File: src/rtl/pipe_ctrl.sv
// Pipeline hold/flush controller: merges stall sources into a per-stage hold mask,
// forwards jump redirects, adds a post-jump flush window, a JTAG halt drain and a stall counter.
module pipe_ctrl #(
   parameter int unsigned ADDR_W       = 32,
   parameter int unsigned STAGES       = 3,
   parameter int unsigned FLUSH_CYCLES = 1,
   parameter int unsigned HALT_DRAIN   = 2,
   parameter int unsigned CNT_W        = 32
) (
   input  logic              clk,
   input  logic              rst,
   input  logic              jump_flag_i,
   input  logic [ADDR_W-1:0] jump_addr_i,
   input  logic              hold_flag_ex_i,
   input  logic              hold_flag_rib_i,
   input  logic              hold_flag_clint_i,
   input  logic              halt_req_jtag_i,
   input  logic              clr_cnt_i,
   output logic [STAGES-1:0] hold_flag_o,
   output logic              jump_flag_o,
   output logic [ADDR_W-1:0] jump_addr_o,
   output logic              halt_ack_o,
   output logic [CNT_W-1:0]  stall_cnt_o
);

   localparam int unsigned CMAX = (FLUSH_CYCLES > HALT_DRAIN) ? FLUSH_CYCLES : HALT_DRAIN;
   localparam int unsigned CW   = (CMAX > 1) ? $clog2(CMAX + 1) : 1;

   // PIPE holds every stage except the last; PC holds only the fetch address.
   localparam logic [STAGES-1:0] PIPE_MASK = {STAGES{1'b1}} >> 1;
   localparam logic [STAGES-1:0] PC_MASK   = STAGES'(1);

   typedef enum logic [1:0] {
      IDLE,
      FLUSH,
      DRAIN,
      HALTED
   } state_t;

   state_t          state, state_nx;
   logic [CW-1:0]   cnt, cnt_nx;
   logic [STAGES-1:0] hold;

   always_ff @(posedge clk) begin
      if (rst) begin
         state <= IDLE;
         cnt   <= '0;
      end else begin
         state <= state_nx;
         cnt   <= cnt_nx;
      end
   end

   always_comb begin
      state_nx = state;
      cnt_nx   = cnt;
      // A jump restarts the flush window from any state except HALTED, where it is a debugger PC write.
      if (jump_flag_i && (FLUSH_CYCLES > 0) && (state != HALTED)) begin
         state_nx = FLUSH;
         cnt_nx   = CW'(FLUSH_CYCLES);
      end else begin
         case (state)
            IDLE: begin
               if (halt_req_jtag_i) begin
                  if (HALT_DRAIN > 0) begin
                     state_nx = DRAIN;
                     cnt_nx   = CW'(HALT_DRAIN);
                  end else begin
                     state_nx = HALTED;
                  end
               end
            end
            FLUSH: begin
               if (cnt == CW'(1)) begin
                  state_nx = IDLE;
                  cnt_nx   = '0;
               end else begin
                  cnt_nx = cnt - CW'(1);
               end
            end
            DRAIN: begin
               if (!halt_req_jtag_i) begin
                  state_nx = IDLE;
                  cnt_nx   = '0;
               end else if (cnt == CW'(1)) begin
                  state_nx = HALTED;
                  cnt_nx   = '0;
               end else begin
                  cnt_nx = cnt - CW'(1);
               end
            end
            HALTED: begin
               if (!halt_req_jtag_i) begin
                  state_nx = IDLE;
               end
            end
            default: begin
               state_nx = IDLE;
               cnt_nx   = '0;
            end
         endcase
      end
   end

   always_comb begin
      hold = '0;
      if (jump_flag_i || hold_flag_ex_i || hold_flag_clint_i) begin
         hold = hold | PIPE_MASK;
      end
      if (hold_flag_rib_i) begin
         hold = hold | PC_MASK;
      end
      if ((state == FLUSH) || (state == HALTED)) begin
         hold = hold | PIPE_MASK;
      end
      if (state == DRAIN) begin
         hold = hold | PC_MASK;
      end
   end

   assign hold_flag_o = rst ? '0 : hold;
   assign jump_flag_o = rst ? 1'b0 : jump_flag_i;
   assign jump_addr_o = rst ? '0 : jump_addr_i;
   assign halt_ack_o  = !rst && (state == HALTED);

   always_ff @(posedge clk) begin
      if (rst || clr_cnt_i) begin
         stall_cnt_o <= '0;
      end else if (hold_flag_o[0] && (stall_cnt_o != '1)) begin
         stall_cnt_o <= stall_cnt_o + CNT_W'(1);
      end
   end

endmodule

File: config.mk
export PLATFORM = sky130hd
export DESIGN_NAME = pipe_ctrl
export DESIGN_NICKNAME = d
export VERILOG_FILES = /design/src/rtl/pipe_ctrl.sv
export SDC_FILE = /design/constraint.sdc
export NUM_CORES = 1
export LEC_CHECK = 0
export BUFFER_PORTS_ARGS = -buffer_cell sky130_fd_sc_hd__buf_4
export CORE_MARGIN = 3
export CORE_UTILIZATION = 45
export DETAILED_ROUTE_END_ITERATION = 8
export PLACE_DENSITY = 0.78
export SLEW_MARGIN = 20
export SYNTH_ARGS = -nofsm -noshare
export SYNTH_HDL_FRONTEND = slang
export SYNTH_SLANG_ARGS = --single-unit
File: constraint.sdc
create_clock -name clk -period 2.8 [get_ports clk]
set_input_delay 0.56 -clock clk [delete_from_list [all_inputs] [get_ports clk]]
set_output_delay 0.56 -clock clk [all_outputs]
set_load 0.02 [all_outputs]
==> flow_metrics.env <==
export IMPL_gp_congestion=0.8574
export IMPL_cp_max_fo=8
export IMPL_die_area_um2=6040
export IMPL_syn_to_final_growth_pct=39.84
export IMPL_yosysTopAreaCell="dfxtp_1"
export IMPL_vias=2563
export IMPL_clock_latency_ns=0.30
export IMPL_fmax_mhz=411.4
export IMPL_numClockSinks=36
export IMPL_worstSetupStartpointType="flip-flop"
export IMPL_cts_buffers=5
export IMPL_reg2regPathDepth=5
export IMPL_clk_pin_slew_worst_paths_ns=0.08
export IMPL_grt_pass1_wl_um=11230
export IMPL_max_cap_violations=0
export IMPL_antenna_found_initial=0
export IMPL_placed_area_um2=3149
export IMPL_fin_skew_ns=0.006692
export IMPL_cts_resized=0
export IMPL_post_synth_cell_area_avg_um2=7.954
export IMPL_synth_seq_cells=36
export IMPL_ys_seq_area_share_pct=31.14
export IMPL_p_leak_nw=1.276
export IMPL_ys_async_sr_fraction_pct=0
export IMPL_drv_slew=0
export IMPL_routed_wl_um=7040
export IMPL_min_from="stall_cnt_o[29]"
export IMPL_postCtsSetupBuffers=0
export IMPL_clock_path_buffers=2
export IMPL_timing_hold_ws_ns=0.5091
export IMPL_fp_row_count=25
export IMPL_tightest_slew_ns=0.6046
export IMPL_wl_met1_um=3305
export IMPL_core_area_um2=4848
export IMPL_grt_setup_unrepaired="false"
export IMPL_hpwl_um=5228
export IMPL_synth_area_top_cells="dfxtp_1 (31%), nor2b_1 (8.9%), or4_1 (6.8%)"
export IMPL_powerDensity_nw_per_um2=354.6
export IMPL_ir_drop_v=0.0003168
export IMPL_n_antenna_cell=0
export IMPL_cts_max_level=2
export IMPL_initial_core_util_pct=47.74
export IMPL_netlist_area_um2=2315
export IMPL_min_path_cells=2
export IMPL_port_buffers=107
export IMPL_fp_dieW_um=77.72
export IMPL_end_kind="primary output"
export IMPL_drtPass1Iterations=4
export IMPL_status="finished, final reports clean"
export IMPL_dp_cells=453
export IMPL_hold_path_class="flip-flop to flip-flop"
export IMPL_finalSetupViolations=0
export IMPL_yosysWarnings=0
export IMPL_rr_startpoint="stall_cnt_o[2]"
export IMPL_overflow=0
export IMPL_hold_viol=0
export IMPL_worstHoldEndpoint="stall_cnt_o[29]"
export IMPL_finalPower_mw=1.148
export IMPL_met3_length_um=337
export IMPL_dieHeight_um=77.72
export IMPL_root_buffer="clkbuf_8"
export IMPL_vias_per_cell=5.560
export IMPL_synth_top_area_share_pct=31.14
export IMPL_synthFlopType="dfxtp_1"
export IMPL_fin_area_um2=3237
export IMPL_wl_met2_um=3301
export IMPL_drt_iter0_drc=186
export IMPL_grt_pass1_vias=2318
export IMPL_critPathRequiredTime_ns=2.24
export IMPL_wl_per_cell_um=15.27
export IMPL_top_layer_used="met4"
export IMPL_maxSlewHeadroom_pct=59.60
export IMPL_arrival_ns=1.87
export IMPL_syn_nets=337
export IMPL_drive_gt1_share_pct=32.99
export IMPL_fin_nets=439
export IMPL_grt_max_degree=43
export IMPL_synth_distinct_cells=43
export IMPL_fin_crit_sh_pct=86.81
export IMPL_ys_top_cells_by_count="dfxtp_1 (36), nor2b_1 (33), a21oi_1 (28)"
export IMPL_r2r_end="stall_cnt_o[25]"
export IMPL_ant_nets=0
export IMPL_tns_ns=0
export IMPL_synth_edff_count=0
export IMPL_synthCells=291
export IMPL_reg2reg_slack_ns=0.37
export IMPL_cts_tree="yes"
export IMPL_period_minus_slack_ns=2.431
export IMPL_grt_total_usage_pct=23.19
export IMPL_drc=0
export IMPL_crit_type="flip-flop to primary output"
export IMPL_stdcell_count=461
export IMPL_ios=109
export IMPL_synth_most_common_cell="dfxtp_1"
export IMPL_filler_cell_count=448
export IMPL_holdBufCountCts=0
cells by family (layout without fill, tap and decap cells):
logic type,count (synthesis),after routing,share of synthesized area [%]
AND/OR/NAND/NOR,149,149,39.78
AO/OA/AOI/OAI,67,67,18.27
flip-flops,36,36,31.14
buffers and inverters,28,131,5.675
adder cells (fa/ha/maj),6,6,3.243
multiplexers,4,4,1.730
other,1,1,0.1620
power by group:
group | switching (mW) | total, mW | internal (mW)
logic | 0.126 | 0.238 | 0.112
clock network | 0.210 | 0.384 | 0.174
registers | 0.00686 | 0.526 | 0.519
total | 0.343 | 1.15 | 0.805
routing by layer:
layer	GRT usage, %	vias up
met1	33.14	1197
li1	-	1288
met4	9.431	0
met2	33.90	70
met3	4.524	8
met5	0	-
cells in the final DEF (no fill, tap or decap), types with 3 or more instances in the layout:
master	n
buf_4	112
dfxtp_1	36
nor2b_1	33
a21oi_1	28
nand2_1	23
or4_1	21
o31ai_1	19
nand3_1	15
inv_1	10
or3_1	9
o21ai_0	9
nor2_1	8
nand4_1	8
ha_1	6
nor3_1	5
clkbuf_8	5
nor4_1	4
nand2b_1	4
mux2i_1	4
and2_1	3
and4_1	3
o311ai_0	3
final cells by class:
type	instances	area [µm²]	area share, %
Inverter	11	41.29	1.276
Timing Repair Buffer	112	840.8	25.98
Clock inverter	3	18.77	0.5798
Multi-Input combinational cell	227	1463	45.19
Sequential cell	36	720.7	22.27
Tap cell	67	83.83	2.590
Clock buffer	5	68.82	2.126
worst max-delay path, stage by stage (launching register included):
cell,delay [ns]
dfxtp_1,0.38
inv_1,0.08
ha_1,0.23
nor4_1,0.41
a21o_1,0.21
inv_2,0.09
buf_4,0.17
through the flow:
step           utilization (%)  setup WS [ns]
2_1_floorplan                -         0.5489
3_3_place_gp             64.95         0.4569
3_5_place_dp             64.95         0.4160
4_1_cts                  66.76         0.3715
5_1_grt                  66.76         0.1043
6_report                 66.76         0.3693
registers in the layout, indices dropped and copies added, names as in the netlist:
register	count
cnt	2
stall_cnt_o	32
state	2
how the worst max path moves through the flow:
stage | from | endpoint | depth (start not counted)
global route | stall_cnt_o[2] | stall_cnt_o[27] | 5
global placement | stall_cnt_o[2] | stall_cnt_o[27] | 5
CTS | state[1] | hold_flag_o[0] | 6
detailed placement | stall_cnt_o[2] | stall_cnt_o[23] | 5
finish | state[1] | hold_flag_o[0] | 6
floorplan | stall_cnt_o[0] | stall_cnt_o[26] | 6
Note: power is estimated with default switching activity, not from simulation.
